==> src/rtl/sparc_pkg.sv <==
// Shared SPARC control-transfer definitions: condition encodings, PC mux selects, resolver states.
// Latency: n/a (declarations only).
// Backpressure: n/a.
package sparc_pkg;

    // Bicc condition field (instruction bits [28:25]); bit 3 inverts the base test.
    localparam logic [3:0] COND_BN   = 4'b0000;
    localparam logic [3:0] COND_BE   = 4'b0001;
    localparam logic [3:0] COND_BLE  = 4'b0010;
    localparam logic [3:0] COND_BL   = 4'b0011;
    localparam logic [3:0] COND_BLEU = 4'b0100;
    localparam logic [3:0] COND_BCS  = 4'b0101;
    localparam logic [3:0] COND_BNEG = 4'b0110;
    localparam logic [3:0] COND_BVS  = 4'b0111;
    localparam logic [3:0] COND_BA   = 4'b1000;
    localparam int         COND_NEG_BIT = 3;

    // PC mux select
    localparam logic [1:0] PCSEL_NPC = 2'b00;
    localparam logic [1:0] PCSEL_TA  = 2'b01;
    localparam logic [1:0] PCSEL_ALU = 2'b10;

    typedef enum logic [1:0] {
        ST_NORMAL = 2'b00,
        ST_SLOT   = 2'b01,
        ST_ANNUL  = 2'b10
    } br_state_t;

endpackage

==> src/rtl/cond_eval.sv <==
// Evaluates a Bicc condition field against icc {N,Z,V,C}; shared with trap-condition logic.
// Latency: purely combinational.
// Backpressure: none.
// Ports: cond (4) condition field, icc (4) condition codes, taken (1) condition true.
module cond_eval
    import sparc_pkg::*;
(
    input  logic [3:0] cond,
    input  logic [3:0] icc,
    output logic       taken
);

    logic n, z, v, c;
    logic base;

    assign {n, z, v, c} = icc;

    always_comb begin
        base = 1'b0;
        case (cond[2:0])
            COND_BN[2:0]:   base = 1'b0;
            COND_BE[2:0]:   base = z;
            COND_BLE[2:0]:  base = z | (n ^ v);
            COND_BL[2:0]:   base = n ^ v;
            COND_BLEU[2:0]: base = c | z;
            COND_BCS[2:0]:  base = c;
            COND_BNEG[2:0]: base = n;
            COND_BVS[2:0]:  base = v;
            default:        base = 1'b0;
        endcase
    end

    // Upper half of the encoding is the complement of the lower half (BN -> BA, BE -> BNE, ...).
    assign taken = cond[COND_NEG_BIT] ^ base;

endmodule

==> src/rtl/branch_resolver.sv <==
// Holds icc, resolves Bicc/call/jmpl in ID to a PC mux select, sequences delay-slot annulment.
// Latency: pc_mux_select combinational from ID; cu_nop registered (one cycle after annulling branch).
// Backpressure: le=0 freezes icc and state; outputs still follow current inputs.
// Ports: clk, clr (async active-low), le, ex_cc_enable/ex_flags (EX icc write),
//        id_branch/id_call/id_jmpl/id_cond/id_annul (ID decode), pc_mux_select, cu_nop, icc.
// Option: BRANCH_RESOLVER_ICC_BYPASS_EN lets a branch in ID see flags produced in EX this cycle.
module branch_resolver
    import sparc_pkg::*;
#(
    parameter int CC_W = 4
) (
    input  logic            clk,
    input  logic            clr,
    input  logic            le,
    input  logic            ex_cc_enable,
    input  logic [CC_W-1:0] ex_flags,
    input  logic            id_branch,
    input  logic            id_call,
    input  logic            id_jmpl,
    input  logic [3:0]      id_cond,
    input  logic            id_annul,
    output logic [1:0]      pc_mux_select,
    output logic            cu_nop,
    output logic [CC_W-1:0] icc
);

    br_state_t       state_q, state_d;
    logic [CC_W-1:0] icc_q;
    logic [CC_W-1:0] icc_eff;
    logic            cond_true;
    logic            taken;
    logic            annul_req;

`ifdef BRANCH_RESOLVER_ICC_BYPASS_EN
    assign icc_eff = ex_cc_enable ? ex_flags : icc_q;
`else
    assign icc_eff = icc_q;
`endif

    cond_eval u_cond_eval (
        .cond  (id_cond),
        .icc   (icc_eff),
        .taken (cond_true)
    );

    assign taken = id_branch & cond_true;

    // Annul the delay slot when a=1 and the branch falls through; BA,a annuls even though taken.
    assign annul_req = id_branch & id_annul & (~taken | (id_cond == COND_BA));

    always_ff @(posedge clk or negedge clr) begin
        if (!clr) begin
            icc_q   <= '0;
            state_q <= ST_NORMAL;
        end else if (le) begin
            if (ex_cc_enable) begin
                icc_q <= ex_flags;
            end
            state_q <= state_d;
        end
    end

    always_comb begin
        state_d       = state_q;
        pc_mux_select = PCSEL_NPC;
        case (state_q)
            ST_ANNUL: begin
                // Slot instruction is squashed: decode flags ignored, fall through to nPC.
                state_d = ST_NORMAL;
            end
            ST_NORMAL, ST_SLOT: begin
                // Decode-flag conflicts resolve jmpl > call > branch.
                if (id_jmpl) begin
                    pc_mux_select = PCSEL_ALU;
                end else if (id_call || taken) begin
                    pc_mux_select = PCSEL_TA;
                end

                // SLOT re-enters the same evaluation so a DCTI couple resolves naturally.
                if (id_jmpl || id_call) begin
                    state_d = ST_SLOT;
                end else if (annul_req) begin
                    state_d = ST_ANNUL;
                end else if (taken) begin
                    state_d = ST_SLOT;
                end else begin
                    state_d = ST_NORMAL;
                end
            end
            default: state_d = ST_NORMAL;
        endcase
        // Keep the PC on nPC for as long as reset is held.
        if (!clr) begin
            pc_mux_select = PCSEL_NPC;
        end
    end

    assign cu_nop = (state_q == ST_ANNUL);
    assign icc    = icc_q;

endmodule
==> config.mk <==
export PLATFORM = sky130hd
export DESIGN_NAME = branch_resolver
export DESIGN_NICKNAME = d
export VERILOG_FILES = /design/src/rtl/sparc_pkg.sv /design/src/rtl/cond_eval.sv /design/src/rtl/branch_resolver.sv
export SDC_FILE = /design/constraint.sdc
export NUM_CORES = 1
export LEC_CHECK = 0
export ABC_CLOCK_PERIOD_IN_PS = 4900
export CORE_AREA = 2 2 39 41
export CTS_CLUSTER_DIAMETER = 150
export CTS_CLUSTER_SIZE = 16
export DETAILED_ROUTE_END_ITERATION = 8
export DIE_AREA = 0 0 41 43
export HOLD_SLACK_MARGIN = 0.1
export PLACE_DENSITY = 0.72
export SETUP_SLACK_MARGIN = 0.4
export SYNTH_ARGS = -nofsm -noshare
export SYNTH_HDL_FRONTEND = slang
export SYNTH_SLANG_ARGS = --single-unit
==> constraint.sdc <==
create_clock -name clk -period 4.9 [get_ports clk]
set_input_delay 0.98 -clock clk [delete_from_list [all_inputs] [get_ports clk]]
set_output_delay 0.98 -clock clk [all_outputs]
set_load 0.01 [all_outputs]
# Word-level counts from Yosys, hierarchy flattened
# Cells that the tools add are included.
op_classes:
  addsub: 0
  multipliers: 0
  n_div: 0
  n_lt_le_gt_ge: 0
  eq_ne: 10
  n_shift: 0
  n_mux: 9
  bitwise: 9
  n_reduce_logical: 6
op_table:
  columns: ["operator", "n"]
  rows:
  - ["$eq 3x3->1 const B", 4]
  - ["$mux 2", 6]
  - ["$pmux 1 s8", 1]
  - ["$eq 3x2->1 const B", 2]
  - ["$eq 4x4->1 const B", 1]
  - ["$and 1x1->1", 3]
  - ["$eq 3x1->1 const B", 1]
  - ["$logic_not 3->1", 1]
  - ["$or 1x1->1", 3]
  - ["$eq 2x1->1 const B", 1]
  - ["$eq 2x2->1 const B", 1]
  - ["$logic_not 2->1", 1]
  - ["$logic_or 1x1->1", 2]
  - ["$mux 1", 2]
  - ["$reduce_and 2->1", 1]
  - ["$reduce_or 2->1", 1]
  - ["$xor 1x1->1", 2]
  - ["$not 1->1", 1]
word_totals:
  register_bits: 6
  latchBits: 0
  mem_bits_rw: 0
  romBits: 0
  input_bits: 16
  out_inout_bits: 7
  word_cells: 36
  mem_count: 0

# Depth between registers and ports, before layout
# Gate-level depths: netlist of the first run.
depth:
  word_depth: 11
  depth_mapped: 6
  ltp_nobuf: 5

# Hierarchy
# A second synthesis of the first run with hierarchy kept.
hier_totals:
  cells_unflattened: 38
  hier_area_um2: 376.6
modules_own_cells:
  columns: ["mod", "n_inst", "cells_each", "area_each_um2", "seq_area_each_um2"]
  rows:
  - ["branch_resolver", 1, 27, 305.3, 150.1]
  - ["cond_eval", 1, 11, 71.3, 0.0]

# Least setup slack after synthesis of the first run
# Ideal clock, no wire load.
synth_timing:
  path_type: "in2out"
  from: "in id_cond[2]"
  to: "out pc_mux_select[0]"
  arrival_ns: 1.988
  required_time_ns: 3.920
  path_slack_ns: 1.932
  cell_stages: 5
  path_buffers: 1
  cell_sequence: "buf_6 > or3b_4 > a31oi_1 > mux2i_1 > a21o_1"
synth_between:
  elab_chain_len: 9
  word_cells_on_any_way: 16
  cone_classes: "7 x eq/ne; 5 x mux; 2 x bitwise; 2 x reduce/logical"
synth_rtl:
  columns: ["element", "line_no", "rtl"]
  rows:
  - ["from (decl)", "branch_resolver.sv:20", "input logic [3:0] id_cond,"]
  - ["$eq 3x3->1, or another cell as far along", "cond_eval.sv:20", "case (cond[2:0])"]
  - ["$pmux 1 s8 *", "cond_eval.sv:20", null]
  - ["$xor 1x1->1 *", "cond_eval.sv:34", "assign taken = cond[COND_NEG_BIT] ^ base;"]
  - ["$and 1x1->1 *", "branch_resolver.sv:46", "assign taken = id_branch & cond_true;"]
  - ["$logic_or 1x1->1 *", "branch_resolver.sv:75", "end else if (id_call || taken) begin"]
  - ["$mux 1 *", "branch_resolver.sv:75", null]
  - ["$mux 2 *", "branch_resolver.sv:73", "if (id_jmpl) begin"]
  - ["$mux 2 *", "branch_resolver.sv:66", "case (state_q)"]
  - ["$mux 2 *", "branch_resolver.sv:93", "if (!clr) begin"]
  - ["to (decl)", "branch_resolver.sv:22", "output logic [1:0] pc_mux_select,"]
# Mark *: on every way between the ends. The rest lies on a longest branch, timed or not.

# Final worst setup path of the first run
# Ends and elaborated chain as after synthesis.

==> results of run 1 <==
-- final cells by class --
type / instances / area, µm² / area share
inverters: 2 / 7.51 / 0.0101
well taps: 16 / 20.0 / 0.0270
multi-input cells: 44 / 322 / 0.433
repair buffers: 22 / 220 / 0.297
clock buffers: 3 / 22.5 / 0.0304
flip-flops and latches: 6 / 150 / 0.202
-- power groups by stage --
stage	combinational [mW]	clock, mW	sequential, mW
CTS	0.0619	0.0448	0.0645
global placement	0.0608	0	0.0651
finish	0.0616	0.0419	0.0643
detailed placement	0.0617	0	0.0652
global route	0.0670	0.0465	0.0655
floorplan	0.0292	0	0.0654
-- path summary, 6_finish.rpt --
check | start | cells after the start | to
min reg2reg | icc[3] | 1 | icc[3]
max in group asynchronous | clr | 1 | icc[3]
min in group asynchronous | clr | 1 | state_q[0]
max reg2reg | icc[1] | 4 | state_q[0]
max | id_cond[2] | 6 | pc_mux_select[0]
min | icc[3] | 1 | icc[3]
-- flip-flops by register name, indices dropped and copies added (netlist names) --
signal   count
icc          4
state_q      2
-- cell usage after synthesis (2+ instances only) --
master,instances,share of area
nand3_1,2,0.020
inv_1,2,0.015
nand2b_1,3,0.038
dfrtp_1,6,0.31
nor2b_1,2,0.026
mux2_1,4,0.092
nand2_1,5,0.038
nor3_1,2,0.020
nor2_1,3,0.023
o21ai_0,2,0.020
a31oi_1,2,0.026
mux2i_1,2,0.041
-- metal layers --
| metal | vias to the layer above | track usage | routed length, µm |
|---|---|---|---|
| met3 | 0 | 0.0314 | 61 |
| met1 | 224 | 0.195 | 523 |
| met2 | 15 | 0.225 | 532 |
| met4 | 0 | 0.0800 | 0 |
| met5 | - | 0 | 0 |
| li1 | 248 | - | - |
-- cell families (layout without fill, tap and decap cells) --
logic type	after synthesis	in the layout	synth area share
flip-flops	6	6	0.306
buffers and inverters	3	27	0.0383
AO/OA/AOI/OAI	14	14	0.235
multiplexers	6	6	0.133
AND/OR/NAND/NOR	23	23	0.270
XOR/XNOR	1	1	0.0179
-- through the flow --
| step | util | setup slack, ps |
|---|---|---|
| finish | 0.536 | 875 |
| global route | 0.536 | 787 |
| CTS | 0.536 | 874 |
| detailed placement | 0.520 | 872 |
| global placement | 0.520 | 905 |
| floorplan | - | 1930 |
==> reports/summary.txt, run 1 <==
Iter 0 DRT Violations -> 16
final net count -> 95
htree depth -> 1
Routed Antenna Nets -> 0
total power -> 0.168 mW
sequential fraction of the synthesis area -> 0.306
post-route cell area -> 742 µm²
placed insts -> 90
Vias -> 487
routed wire length -> 1.12 mm
vias in the first global route -> 442
clock network power share -> 0.250
worst-case clock buffer depth -> 2
final setup TNS -> 0 ps
ratio of final minimum period to clock period -> 0.821
Sw Pwr -> 0.0465 mW
CP endpoint kind -> output pin
first-pass GRT wire length -> 1.79 mm
cell family with most CP delay -> buffers and inverters
clk_lat worst skew -> 230 ps
Num CTS Buffers -> 3
dpl hpwl -> 909 µm
RSZ-0062 raised after global routing -> false
Root Driver -> clkbuf_4
Area Overhead vs Synth -> 51.3%
crit-path most repeated cell -> clkdlybuf4s50_1
final hold slack -> 558 ps
max-cap violations -> 0
reg2reg setup slack -> 3370 ps
Via density -> 5.24
fillcell total -> 125
syn nets -> 69
Non-Filler Instances -> 93
CP max FO -> 10
Post-CTS Resized -> 0
Starting Density -> 0.354
die footprint -> 1760 µm²
Worst IR Drop VDD -> 0.128 mV
1st-pass router iterations -> 4
Top-Level Pins -> 23
Core Region -> 1380 µm²
GPL Wtd Cong -> 0.810
Ys Warns -> 0
Final Hold Viols -> 0
crit-path max cell delay -> 570 ps
Tightest Hold Check Type -> flop to flop
Post-Syn Instances -> 53
Final Critical Period -> 4030 ps
Avg Cell Area, Syn -> 9.25 µm²
commonest non-fill, non-tap cell in the layout -> clkdlybuf4s50_1
CP Cell Sequence -> clkdlybuf4s50_1 > or3b_4 > a31oi_1 > mux2i_1 > a21o_1 > clkdlybuf4s50_1
WS Path Type -> input port to output pin
number of setup violations in the final report -> 0
row cnt -> 14
fmax -> 248 MHz
layout cells sized above 1 -> 0.104
ANT cells -> 0
CTS tree -> done
Post-synth EDFFs -> 0
fraction of registers with async set/reset -> 1.00
Int Pwr -> 0.121 mW
skew final -> 1.02 ps
# hold bufs at CTS -> 0
total gr overflow -> 0
setup bufs post-CTS -> 0
gr usage total -> 0.151
library cells used by synthesis -> 30
Wirelength per Cell -> 12.0 µm
measured slew at the worst slew-check pin -> 381 ps
sw frac -> 0.277
Leak Pwr -> 0.297 nW
Req. time, crit path -> 3920 ps
slowest CP cell -> clkdlybuf4s50_1
power density over the cells -> 226 nW/µm²
clock sinks -> 6
die height -> 43 µm
PortBufs -> 22
Mapped Area -> 490 µm²
Post-synth top flop -> dfrtp_1
Yosys reg bits -> 6
fin. max-slew vios -> 0
initial antenna violation count -> 0
combinational power share -> 0.367
Worst-path clk slew -> 40 ps
crit path launch type -> input port
Crit path buffers/inverters -> 2
Critical Path AT -> 3050 ps
Area after DPL -> 719 µm²
headroom to the max-slew limit -> 0.745
largest net degree at the start of global routing -> 11
drt drc -> 0
most frequent cells in the layout -> clkdlybuf4s50_1, dfrtp_1, nand2_1
outcome -> completed
Flop pwr share -> 0.383
Die X -> 41 µm
Power figures use the tool's default switching activity.
==> run 2, diff against run 1 <==
--- a/config.mk
+++ b/config.mk
@@ -5,7 +5,7 @@
 export SDC_FILE = /design/constraint.sdc
 export NUM_CORES = 1
 export LEC_CHECK = 0
-export ABC_CLOCK_PERIOD_IN_PS = 4900
+export ABC_CLOCK_PERIOD_IN_PS = 3800
 export CORE_AREA = 2 2 39 41
 export CTS_CLUSTER_DIAMETER = 150
 export CTS_CLUSTER_SIZE = 16
==> constraint.sdc (replaced) <==
create_clock -name clk -period 3.8 [get_ports clk]
set_input_delay 0.76 -clock clk [delete_from_list [all_inputs] [get_ports clk]]
set_output_delay 0.76 -clock clk [all_outputs]
set_load 0.01 [all_outputs]
==> run 2 against run 1 <==
Cell area is 0.17% higher. Highest routed layer unchanged. Sequential power is 30% higher. Clock power is 28% higher. Combinational power is 29% higher.
==> reports/summary.txt, run 2 (same netlist as run 1, synthesis figures left out) <==
final net count -> 96 (+1.1%)
slowest CP cell -> clkdlybuf4s50_1
first-pass GRT wire length -> 1.97 mm (+10%)
Via density -> 5.27 (+0.56%)
Starting Density -> 0.354 (unchanged)
clock sinks -> 6 (unchanged)
most frequent cells in the layout -> clkdlybuf4s50_1, dfrtp_1, nand2_1
drt drc -> 0 (unchanged)
power density over the cells -> 291 nW/µm² (+29%)
largest net degree at the start of global routing -> 11 (unchanged)
fin. max-slew vios -> 0 (unchanged)
final setup TNS -> 0 ps (unchanged)
outcome -> completed
total gr overflow -> 0 (unchanged)
combinational power share -> 0.367 (about the same)
Die X -> 41 µm (unchanged)
htree depth -> 1 (unchanged)
commonest non-fill, non-tap cell in the layout -> clkdlybuf4s50_1
Final Hold Viols -> 0 (unchanged)
routed wire length -> 1.16 mm (+3.5%)
GPL Wtd Cong -> 0.813 (+0.38%)
Flop pwr share -> 0.386 (+0.003)
cell family with most CP delay -> buffers and inverters
WS Path Type -> input port to output pin
Int Pwr -> 0.156 mW (+29%)
die height -> 43 µm (unchanged)
Vias -> 495 (+1.6%)
RSZ-0062 raised after global routing -> false
crit path launch type -> input port
Sw Pwr -> 0.0606 mW (+30%)
Worst IR Drop VDD -> 0.164 mV (+28%)
Req. time, crit path -> 3040 ps (-880 ps)
initial antenna violation count -> 0 (unchanged)
1st-pass router iterations -> 2 (-2)
CTS tree -> done
gr usage total -> 0.164 (+0.0132)
Wirelength per Cell -> 12.3 µm (+2.4%)
ANT cells -> 0 (unchanged)
Crit path buffers/inverters -> 2 (unchanged)
Area Overhead vs Synth -> 51.5%
Routed Antenna Nets -> 0 (unchanged)
setup bufs post-CTS -> 0 (unchanged)
final hold slack -> 562 ps (+3.99 ps)
Leak Pwr -> 0.303 nW (+2.2%)
clock network power share -> 0.248 (-0.002)
measured slew at the worst slew-check pin -> 390 ps (+8.45 ps)
ratio of final minimum period to clock period -> 0.851
Critical Path AT -> 2470 ps (-580 ps)
Tightest Hold Check Type -> flop to flop
worst-case clock buffer depth -> 2 (unchanged)
Final Critical Period -> 3230 ps
Worst-path clk slew -> 40 ps (about the same)
skew final -> 1.26 ps (+0.248 ps)
PortBufs -> 22 (unchanged)
clk_lat worst skew -> 230 ps (about the same)
Core Region -> 1380 µm² (unchanged)
Top-Level Pins -> 23 (unchanged)
fmax -> 309 MHz
crit-path most repeated cell -> clkdlybuf4s50_1
Num CTS Buffers -> 3 (unchanged)
vias in the first global route -> 476 (+7.7%)
Root Driver -> clkbuf_4
headroom to the max-slew limit -> 0.740 (-0.00565)
number of setup violations in the final report -> 0 (unchanged)
crit-path max cell delay -> 520 ps (-50 ps)
CP max FO -> 3 (-7)
max-cap violations -> 0 (unchanged)
max reg flops -> 4 (unchanged)
CP Cell Sequence -> clkdlybuf4s50_1 > nor3b_1 > nand3_1 > mux2i_1 > a21o_1 > clkdlybuf4s50_1
layout cells sized above 1 -> 0.128 (+0.0243)
sw frac -> 0.280 (+0.00234)
CP endpoint kind -> output pin
die footprint -> 1760 µm² (unchanged)
Iter 0 DRT Violations -> 5 (-11)
row cnt -> 14 (unchanged)
run 2: changes by cell type in the layout (fill, tap and decap cells not counted), sizes merged:
cell,change
clkdlybuf4s50,-2
buf,+1
clkbuf,+1
dlygate4sd2,+1
run 2: layout make-up:
class                      count  area, µm²
inverter                       2       7.51
multi-input combinational     44        322
sequential                     6        150
fill                         124        641
timing repair buffer          23        221
clock buffer                   3       22.5
tap                           16       20.0
run 2: worst register-to-register path, stage by stage, from the launching register on:
cell      delay, ps
dfrtp_1         480
nor3_1           80
a311o_1         310
a31oi_1         180
a211oi_2         80
o31a_1          290
run 2: final timing paths:
check,from,end,slack [ps],cells after the start
worst max-delay path,clr,pc_mux_select[0],570,6
worst min-delay path,icc[1],icc[1],560,1
worst max register to register,icc[2],state_q[0],2260,5
worst min register to register,icc[1],icc[1],560,1
max in group asynchronous,clr,icc[3],2870,2
min in group asynchronous,clr,state_q[0],820,2
run 2: what timing repair did:
item	CTS	global route
hold buffers	0	0
hold endpoints to repair	0	0
endpoints found under the setup margin	1	1
cloned	0	0
gates resized for setup	2	2
run 2: metal layers:
| metal | track usage | wire length, µm |
|---|---|---|
| met1 | 0.228 | 561 |
| met2 | 0.244 | 556 |
| met5 | 0 | 0 |
| met3 | 0.0314 | 37 |
| met4 | 0.0600 | 0 |
run 2: power groups by stage:
stage          combinational (mW)  sequential [mW]  clock (mW)
3_3_place_gp               0.0792           0.0837           0
4_1_cts                    0.0802           0.0834      0.0577
5_1_grt                    0.0877           0.0850      0.0600
6_report                   0.0794           0.0835      0.0537
3_5_place_dp               0.0807           0.0843           0
2_1_floorplan              0.0377           0.0843           0
run 2: per-stage QoR:
stage | area [µm²] | instances | power [mW] | util | worst slack [ps]
after floorplan | 490 | 53 | 0.122 | - | 1270
after global placement | 727 | 91 | 0.163 | 0.525 | 241
after detailed placement | 727 | 91 | 0.165 | 0.525 | 222
after CTS | 747 | 94 | 0.221 | 0.540 | 491
after global routing | 743 | 94 | 0.233 | 0.537 | 466
final | 743 | 94 | 0.217 | 0.537 | 566
==> run 3, diff against run 2 <==
--- a/config.mk
+++ b/config.mk
@@ -6,6 +6,7 @@
 export NUM_CORES = 1
 export LEC_CHECK = 0
 export ABC_CLOCK_PERIOD_IN_PS = 3800
+export CAP_MARGIN = 20
 export CORE_AREA = 2 2 39 41
 export CTS_CLUSTER_DIAMETER = 150
 export CTS_CLUSTER_SIZE = 16
==> results of run 3 <==
No change in the layout: final DEF, timing and power equal those of run 2.
